**src/rtl/ring_pkg.sv**
```systemverilog
// rtl/ring_pkg.sv - shared types and constants for the result-broadcast ring
// Purpose: packet layout carried on the ring, field widths, and ring stop positions.
// Ports: none (package).
package ring_pkg;

  localparam int RING_XLEN          = 32;
  localparam int RING_PHYS_REG_SIZE = 256;
  localparam int RING_ROB_ENTRY     = 256;
  localparam int RING_PW            = $clog2(RING_PHYS_REG_SIZE);
  localparam int RING_RW            = $clog2(RING_ROB_ENTRY);

  // 'reg' is a keyword, so the destination tag field is phys_reg.
  typedef struct packed {
    logic [RING_PW-1:0]   phys_reg;
    logic [RING_XLEN-1:0] val;
    logic [RING_RW-1:0]   rob_entry;
  } ring_pkt_t;

  typedef enum logic [2:0] {
    RING_ROB      = 3'd0,
    RING_LOGICAL  = 3'd1,
    RING_ARITH    = 3'd2,
    RING_BRANCH   = 3'd3,
    RING_LD_ST    = 3'd4,
    RING_MUL_DIV  = 3'd5,
    RING_REG_FILE = 3'd6
  } ring_pos_e;

endpackage

```
**src/rtl/ring_tx_fifo.sv**
```systemverilog
// rtl/ring_tx_fifo.sv - circular buffer of ring packets for one ring stop
// Purpose: DEPTH-entry FIFO with push/pop/flush and a combinational head view.
// Ports: clk, rst (async, active-high), flush, push + push_data, pop,
//        head_data (entry at head), count (occupancy).
// The caller guarantees no push when full, no pop when empty, and no push with flush.
module ring_tx_fifo
  import ring_pkg::*;
#(
  parameter int DEPTH = 4
) (
  input  logic                       clk,
  input  logic                       rst,
  input  logic                       flush,
  input  logic                       push,
  input  ring_pkt_t                  push_data,
  input  logic                       pop,
  output ring_pkt_t                  head_data,
  output logic [$clog2(DEPTH+1)-1:0] count
);

  localparam int AW = $clog2(DEPTH);
  localparam int CW = $clog2(DEPTH+1);

  ring_pkt_t     mem [DEPTH];
  logic [AW-1:0] head;
  logic [AW-1:0] tail;

  // Storage needs no reset: entries are only read once count says they are valid.
  always_ff @(posedge clk) begin
    if (push) mem[tail] <= push_data;
  end

  // Pointers are exactly log2(DEPTH) bits, so they wrap from DEPTH-1 to 0 for free.
  always_ff @(posedge clk or posedge rst) begin
    if (rst) begin
      head  <= '0;
      tail  <= '0;
      count <= '0;
    end else if (flush) begin
      head  <= '0;
      tail  <= '0;
      count <= '0;
    end else begin
      if (push) tail <= tail + 1'b1;
      if (pop)  head <= head + 1'b1;
      count <= count + CW'(push) - CW'(pop);
    end
  end

  assign head_data = mem[head];

endmodule

```
**src/rtl/ring_stop_tx.sv**
```systemverilog
// rtl/ring_stop_tx.sv - FU result injection port for one stop on the result ring
// Purpose: buffers FU results and injects one per cycle into empty ring slots.
// Optional feature macro: RING_TX_BYPASS_EN (empty-FIFO results go straight to the ring).
// Ports: clk, rst (async, active-high), flush;
//        fu_valid/fu_ready/fu_reg/fu_val/fu_rob_entry - result offer from the FU;
//        slot_busy - ring slot arriving next edge is occupied;
//        ring_valid/ring_reg/ring_val/ring_rob_entry - registered injection;
//        count - FIFO occupancy; starve - head blocked for STARVE_LIMIT cycles.
module ring_stop_tx
  import ring_pkg::*;
#(
  parameter int XLEN          = 32,
  parameter int PHYS_REG_SIZE = 256,
  parameter int ROB_ENTRY     = 256,
  parameter int DEPTH         = 4,
  parameter int STARVE_LIMIT  = 8
) (
  input  logic                             clk,
  input  logic                             rst,
  input  logic                             flush,
  input  logic                             fu_valid,
  output logic                             fu_ready,
  input  logic [$clog2(PHYS_REG_SIZE)-1:0] fu_reg,
  input  logic [XLEN-1:0]                  fu_val,
  input  logic [$clog2(ROB_ENTRY)-1:0]     fu_rob_entry,
  input  logic                             slot_busy,
  output logic                             ring_valid,
  output logic [$clog2(PHYS_REG_SIZE)-1:0] ring_reg,
  output logic [XLEN-1:0]                  ring_val,
  output logic [$clog2(ROB_ENTRY)-1:0]     ring_rob_entry,
  output logic [$clog2(DEPTH+1)-1:0]       count,
  output logic                             starve
);

  localparam int CW = $clog2(DEPTH+1);
  localparam int SW = $clog2(STARVE_LIMIT+1);

  ring_pkt_t     in_pkt;
  ring_pkt_t     head_pkt;
  logic          push;
  logic          pop;
  logic          bypass;
  logic [SW-1:0] starve_cnt;

  assign in_pkt = '{phys_reg: fu_reg, val: fu_val, rob_entry: fu_rob_entry};

  // Space is judged on the current count only; a same-cycle pop does not free a slot.
  assign fu_ready = !rst && !flush && (count < CW'(DEPTH));
  assign pop      = (count != '0) && !slot_busy && !flush;

`ifdef RING_TX_BYPASS_EN
  // Only with an empty FIFO, so a bypassing result can never overtake a buffered one.
  assign bypass = (count == '0) && fu_valid && fu_ready && !slot_busy && !flush;
`else
  assign bypass = 1'b0;
`endif

  assign push = fu_valid && fu_ready && !bypass;

  ring_tx_fifo #(
    .DEPTH(DEPTH)
  ) u_fifo (
    .clk       (clk),
    .rst       (rst),
    .flush     (flush),
    .push      (push),
    .push_data (in_pkt),
    .pop       (pop),
    .head_data (head_pkt),
    .count     (count)
  );

  // Data registers only load on an injection; otherwise they keep the last packet.
  always_ff @(posedge clk or posedge rst) begin
    if (rst) begin
      ring_valid     <= 1'b0;
      ring_reg       <= '0;
      ring_val       <= '0;
      ring_rob_entry <= '0;
    end else begin
      ring_valid <= pop || bypass;
      if (pop) begin
        ring_reg       <= head_pkt.phys_reg;
        ring_val       <= head_pkt.val;
        ring_rob_entry <= head_pkt.rob_entry;
      end else if (bypass) begin
        ring_reg       <= in_pkt.phys_reg;
        ring_val       <= in_pkt.val;
        ring_rob_entry <= in_pkt.rob_entry;
      end
    end
  end

  // Counts consecutive edges where a buffered head was refused by a busy slot.
  always_ff @(posedge clk or posedge rst) begin
    if (rst) begin
      starve_cnt <= '0;
    end else if (flush || pop || (count == '0)) begin
      starve_cnt <= '0;
    end else if (slot_busy && (starve_cnt != SW'(STARVE_LIMIT))) begin
      starve_cnt <= starve_cnt + 1'b1;
    end
  end

  assign starve = (starve_cnt == SW'(STARVE_LIMIT));

endmodule

```
**config.mk**
```make
export PLATFORM = sky130hd
export DESIGN_NAME = ring_stop_tx
export DESIGN_NICKNAME = d
export VERILOG_FILES = /design/src/rtl/ring_pkg.sv /design/src/rtl/ring_tx_fifo.sv /design/src/rtl/ring_stop_tx.sv
export SDC_FILE = /design/constraint.sdc
export NUM_CORES = 1
export LEC_CHECK = 0
export CORE_ASPECT_RATIO = 2
export CORE_MARGIN = 4
export CORE_UTILIZATION = 32
export DETAILED_ROUTE_END_ITERATION = 8
export GPL_TIMING_DRIVEN = 0
export PLACE_DENSITY_LB_ADDON = 0.3
export SLEW_MARGIN = 0
export SYNTH_ARGS = -nofsm -noshare
export SYNTH_HDL_FRONTEND = slang
export SYNTH_SLANG_ARGS = --single-unit
export TNS_END_PERCENT = 1
```
**constraint.sdc**
```tcl
create_clock -name clk -period 2.7 [get_ports clk]
set_clock_uncertainty 0.1 [all_clocks]
set_input_delay 0.405 -clock clk [delete_from_list [all_inputs] [get_ports clk]]
set_output_delay 0.405 -clock clk [all_outputs]
set_load 0.005 [all_outputs]
```
Word-level counts from Yosys, hierarchy flattened
Memories as Yosys holds them, arrays and structs flattened. A register that Yosys moved wholly into a read port is not among the register bits. Index checks and enable logic that the tools add are counted. Widths: inputs -> output; s select.

Input bits: 53. Word-level logic and storage cells: 39. Memories kept: 1. Output and inout port bits: 54. Register bits after elaboration: 12. Bits in writable memories: 192.

Memories: u_fifo.mem (depth 4, width 48, read ports 1, clocked after memory_dff 1, write ports 1, line ring_tx_fifo.sv:24) `ring_pkt_t mem [DEPTH];`.

Eq/ne operators: 2. Reductions and logical operators: 16. Order comparisons: 1. Mux-type cells: 9. Add/subtract/negate cells: 5.

Operator list (number): $mux 2 (4); $mux 4 (2); $logic_and 1x1->1 (6); $reduce_bool 2->1 (3); $add 2x1->2 const B (2); $add 4x1->4 const B (1); $eq 4x4->1 const B (1); $ne 4x4->1 const B (1); $add 3x1->3 (1); $logic_not 1->1 (3); $logic_not 3->1 (1); $lt 3x3->1 const B (1); $mux 3 (1); $reduce_bool 3->1 (1); $sub 3x1->3 (1); $logic_or 1x1->1 (2); $mux 1 (2).

Longest topological paths before layout
Gate-level depths: netlist of the first run.

Depth after elaboration: 7. Gate-level depth with buffers: 11. Depth with buffers taken out: 9.

By module
Synthesis of the first run repeated with hierarchy kept, for this count alone.

Cell total of the unflattened synthesis: 418. Area total of the unflattened synthesis: 9501.6 µm².

By module, submodules not included: ring_tx_fifo (cells an instance 289, instances 1, seq. area each 5940.7 µm², area each 7407.1 µm²); ring_stop_tx (cells an instance 129, instances 1, seq. area each 1326.3 µm², area each 2094.5 µm²).

Worst setup path after synthesis of the first run
OpenSTA, ideal clock, no wires.

Path type: input port to flip-flop. Start: input flush. End: memory u_fifo.mem[1][0] (netlist bit) (enable). Stages on the path: 3. Data required time: 2.190 ns. Path slack: -0.006 ns. Buffers on the path: 1. Data arrival time: 2.196 ns. Cell sequence: buf_2 -> nor4b_4 -> and2_1.

Longest elaborated chain between the ends: 6.

RTL lines: from (decl) (line ring_stop_tx.sv:20) `input logic flush,`; $logic_not 1->1 (line ring_stop_tx.sv:48) `assign fu_ready = !rst && !flush && (count < CW'(DEPTH));`; $logic_and 1x1->1 (2 in series) (line ring_stop_tx.sv:48); $logic_and 1x1->1 (line ring_stop_tx.sv:58) `assign push = fu_valid && fu_ready && !bypass;`; $mux 1 (line ring_tx_fifo.sv:30) `if (push) mem[tail] <= push_data;`; $mux 1 (implied by the code) (line ring_tx_fifo.sv:30); to (decl) (line ring_tx_fifo.sv:24).

Every way passes these cells.

Worst setup path after layout of the first run
Start: register u_fifo.count[1]. End: register u_fifo.count[2].

Elaborated cells on any way between the ends: 9. Classes of those cells: add/sub: 2; order compare: 1; mux: 1; reduce/logical: 5.

RTL lines: from (decl) (line ring_tx_fifo.sv:18) `output logic [$clog2(DEPTH+1)-1:0] count`; from (signal assigned) (line ring_tx_fifo.sv:46) `count <= count + CW'(push) - CW'(pop);`; $reduce_bool 3->1 (line ring_stop_tx.sv:49) `assign pop = (count != '0) && !slot_busy && !flush;`; $logic_and 1x1->1 (2 in series) (line ring_stop_tx.sv:49); via pop (line ring_stop_tx.sv:41) `logic pop;`; $sub 3x1->3 (line ring_tx_fifo.sv:46); $mux 3 (line ring_tx_fifo.sv:39) `end else if (flush) begin`.

The timed path passes the listed nets, and every way through them passes these cells. A chain may end at the register's enable or synchronous reset.

==> flow_summary.rst, run 1 <==
.. list-table::
   :header-rows: 1

   * - Metric
     - Value
   * - Synthesized flop and latch total
     - 252
   * - Syn_nets
     - 484
   * - # DRC
     - 0
   * - Setup violation total in the final timing report
     - 0
   * - Die Width
     - 130 um
   * - Critical path peak fanout
     - 11
   * - Total half-perimeter wirelength after legalization and detailed placement
     - 12,200 um
   * - Gr busiest metal
     - met2
   * - Wirelength per Cell
     - 20.5 um
   * - Cell types with the largest area share after synthesis
     - edfxtp_1 61%, dfrtp_1 16%, mux4_2 11%, mux2_2 3.7%, mux2_4 2.7%
   * - Period Utilization, post-route
     - 94.2%
   * - Max-cap violations
     - 0
   * - Number of fill cells in the layout
     - 2,670
   * - Reg with most FFs
     - u_fifo.mem
   * - Pwr dens
     - 877 mW/mm^2
   * - Largest registers
     - u_fifo.mem (192), ring_val (32)
   * - Worst Path Class, Setup
     - flop to flop
   * - Post-synthesis area per instance
     - 22.6 um^2
   * - CTS tree
     - done
   * - Worst slack at placement
     - -293 ps
   * - Top cell type's share of synthesized area
     - 60.5%
   * - Startpoint Class
     - flop
   * - Placement Cell Area
     - 0.0111 mm^2
   * - Worst hold slack across all endpoints
     - 216 ps
   * - Quantity of I/O buffers inserted on ports
     - 105
   * - Pin count of the biggest net entering global routing
     - 49
   * - Cell Count Post-Placement
     - 892
   * - Post-route core utilization
     - 39.9%
   * - Clock tree sinks
     - 252
   * - Worst IR drop on VDD
     - 345 uV
   * - Clock transition at the registers of the reported paths
     - 60 ps
   * - Number of global-route vias before repair
     - 5,037
   * - Total leakage power
     - 3.97 nW
   * - Initial antenna violation count
     - 1
   * - Sum of internal, switching and leakage power
     - 10.3 mW
   * - Area of the die
     - 0.0328 mm^2
   * - Worst min-delay path category
     - input port to flop
   * - Flip-flop count of the largest register after layout
     - 192
   * - Buffers from clock root to sink, at most
     - 3
   * - Count of endpoints failing hold in the final timing report
     - 0
   * - Number of I/O pins
     - 107
   * - Leading area contributor after synthesis
     - edfxtp_1
   * - H-tree level count
     - 1
   * - Placeable core region
     - 0.0294 mm^2
   * - Post-Synthesis Cells
     - 422
   * - Endpoint type of the worst setup path
     - flop
   * - Via count
     - 4,398
   * - Routed vias/inst
     - 4.70
   * - GPL Wtd Cong
     - 0.665
   * - Total iterations of the first detailed-routing run
     - 4
   * - Area growth from synthesis to final layout
     - 23.1%
   * - Min setup slack post-route
     - 156 ps
   * - Transition at the pin with the smallest max-transition slack
     - 823 ps
   * - Later-pin clock latency in the skew report
     - 510 ps
   * - Number of enable-type register cells in the synthesized netlist
     - 192
   * - Root buffer cell
     - clkbuf_16
   * - RSZ-0062 raised after global routing
     - no
   * - Relative slew slack
     - 45.2%
   * - Top flip-flop cell by instance count after synthesis
     - edfxtp_1
   * - Synth unique cells
     - 35
   * - Non-filler cells, final
     - 935
   * - GR met2 Demand/Resource
     - 22.5%
   * - Number of buffers inserted for hold repair after clock tree synthesis
     - 0
   * - Synth Warn #
     - 0
   * - Number of DRC markers in iteration 0
     - 204
   * - Run status
     - finished, final reports clean
   * - Antenna-violating nets left
     - 0
   * - Wire length of the first global-routing pass
     - 29,400 um
   * - Post-detailed-routing wire length
     - 19,200 um
   * - Asr flop ratio synth
     - 23.8%
   * - Fraction of layout cells with a size suffix above 1
     - 26.5%
   * - NumNets Final
     - 616
   * - Met1 global-route usage
     - 13.1%
   * - Global routing usage summed across all routing layers
     - 12.0%
   * - Max Clk Rate
     - 0.393 GHz
   * - Final instance area
     - 0.0117 mm^2
   * - Required arrival time at the worst endpoint
     - 2990 ps
   * - Number of slew-limit violations in the final report
     - 0
   * - Arrival time of the worst setup path
     - 2830 ps
   * - Mapped Area
     - 0.00953 mm^2
   * - Final worst path period need
     - 2540 ps
   * - Routing usage on met3
     - 1.89%
   * - Overall die height
     - 252 um
   * - Setup Total Neg Slack
     - 0 ps
   * - Inserted Clock Buffers
     - 22
   * - Number of standard-cell rows in the floorplan
     - 89
   * - Global-route congestion overflow total
     - 0
   * - Share of synthesized area occupied by flip-flops and latches
     - 76.3%
   * - Initial Utilization
     - 32.4%
cells in the mapped netlist, drive strengths merged, types with 2 or more instances:
cell    count
edfxtp    192
dfrtp      60
mux2       48
mux4       48
buf        16
inv        10
ha          8
nor2        6
a21oi       4
and2        4
clkbuf      3
nor3        3
xnor2       3
nand3       2
xor2        2
cell type report:
type | instances | area (um^2) | area share, %
clock buffer | 31 | 606 | 5.16
multi-input combinational | 141 | 2080 | 17.8
tap | 364 | 455 | 3.88
sequential | 252 | 7270 | 61.9
clock inverter | 9 | 42.5 | 0.363
timing repair buffer | 108 | 1090 | 9.25
inverter | 10 | 40.0 | 0.341
antenna | 1 | 2.50 | 0.0213
buffer | 19 | 151 | 1.29
worst paths after layout:
path                            cells after the start             from  slack (ps)               to
worst min-delay path                                3        slot_busy         220    starve_cnt[1]
max in group asynchronous                           3              rst        1680     ring_val[22]
worst max register to register                     11  u_fifo.count[1]         160  u_fifo.count[2]
worst min register to register                      1     ring_val[30]         410     ring_val[30]
min in group asynchronous                           2              rst         260   u_fifo.tail[1]
worst max-delay path                               11  u_fifo.count[1]         160  u_fifo.count[2]
cells in the final DEF, fill, tap and decap left out, types with 2 or more instances in the layout:
cell type and count:
clkinv_2 4, clkinv_1 4, inv_1 9, clkbuf_1 11, nor3_4 2, mux2_4 17
a21oi_1 4, dfrtp_1 59, xor2_1 2, buf_4 5, edfxtp_1 192, xnor2_1 3
buf_6 7, buf_2 4, mux2_2 31, and2_4 4, mux4_2 47, clkdlybuf4s50_1 105
nand3_1 2, clkbuf_16 23, ha_1 8, nor2_1 6
logic make-up (layout without fill, tap and decap cells):
family                     Yosys count  count (layout)  share of synthesized area (%)
DFF                                252             252                           76.3
muxes                               97              97                           17.8
buffers and inverters               29             177                           1.98
and+or+nand+nor                     23              23                           1.79
adders and majority gates            9               9                           1.26
AOI/OAI and AO/OA                    7               7                          0.420
xor gates and xnor gates             5               5                          0.460
other                                0               1                              0
critical path, cell delays in order, from the launching register on:
cell     delay, ps
dfrtp_1        470
nor3_4          80
nor3_4         260
buf_6          220
buf_6          210
ha_1           250
inv_1           60
ha_1           130
inv_1           50
fa_1           370
xnor2_1        160
nor2_1          50
power by group:
group | internal, mW | total [mW] | switching (mW)
clock | 1.57 | 2.90 | 1.33
sequential | 4.64 | 4.94 | 0.299
combinational | 1.63 | 2.45 | 0.821
total | 7.84 | 10.3 | 2.45
routing by layer:
| metal | wire length, um | vias to the layer above |
|---|---|---|
| li1 | - | 1946 |
| met1 | 6940 | 2332 |
| met2 | 11000 | 91 |
| met3 | 709 | 29 |
| met4 | 565 | 0 |
| met5 | 0 | - |
what timing repair did:
| action | 4_1_cts | 5_1_grt |
|---|---|---|
| hold endpoints to repair | 0 | 0 |
| gates resized for setup | 0 | 1 |
| setup buffers | 0 | 2 |
| endpoints found under the setup margin | 0 | 1 |
(Power assumes the default switching activity.)
==> run 2, diff against run 1 <==
--- a/config.mk
+++ b/config.mk
@@ -9,6 +9,7 @@
 export CORE_MARGIN = 4
 export CORE_UTILIZATION = 32
 export DETAILED_ROUTE_END_ITERATION = 8
+export GPL_ROUTABILITY_DRIVEN = 0
 export GPL_TIMING_DRIVEN = 0
 export PLACE_DENSITY_LB_ADDON = 0.3
 export SLEW_MARGIN = 0
==> results of run 2 <==
Final layout, timing and power as in run 1 (identical DEF).
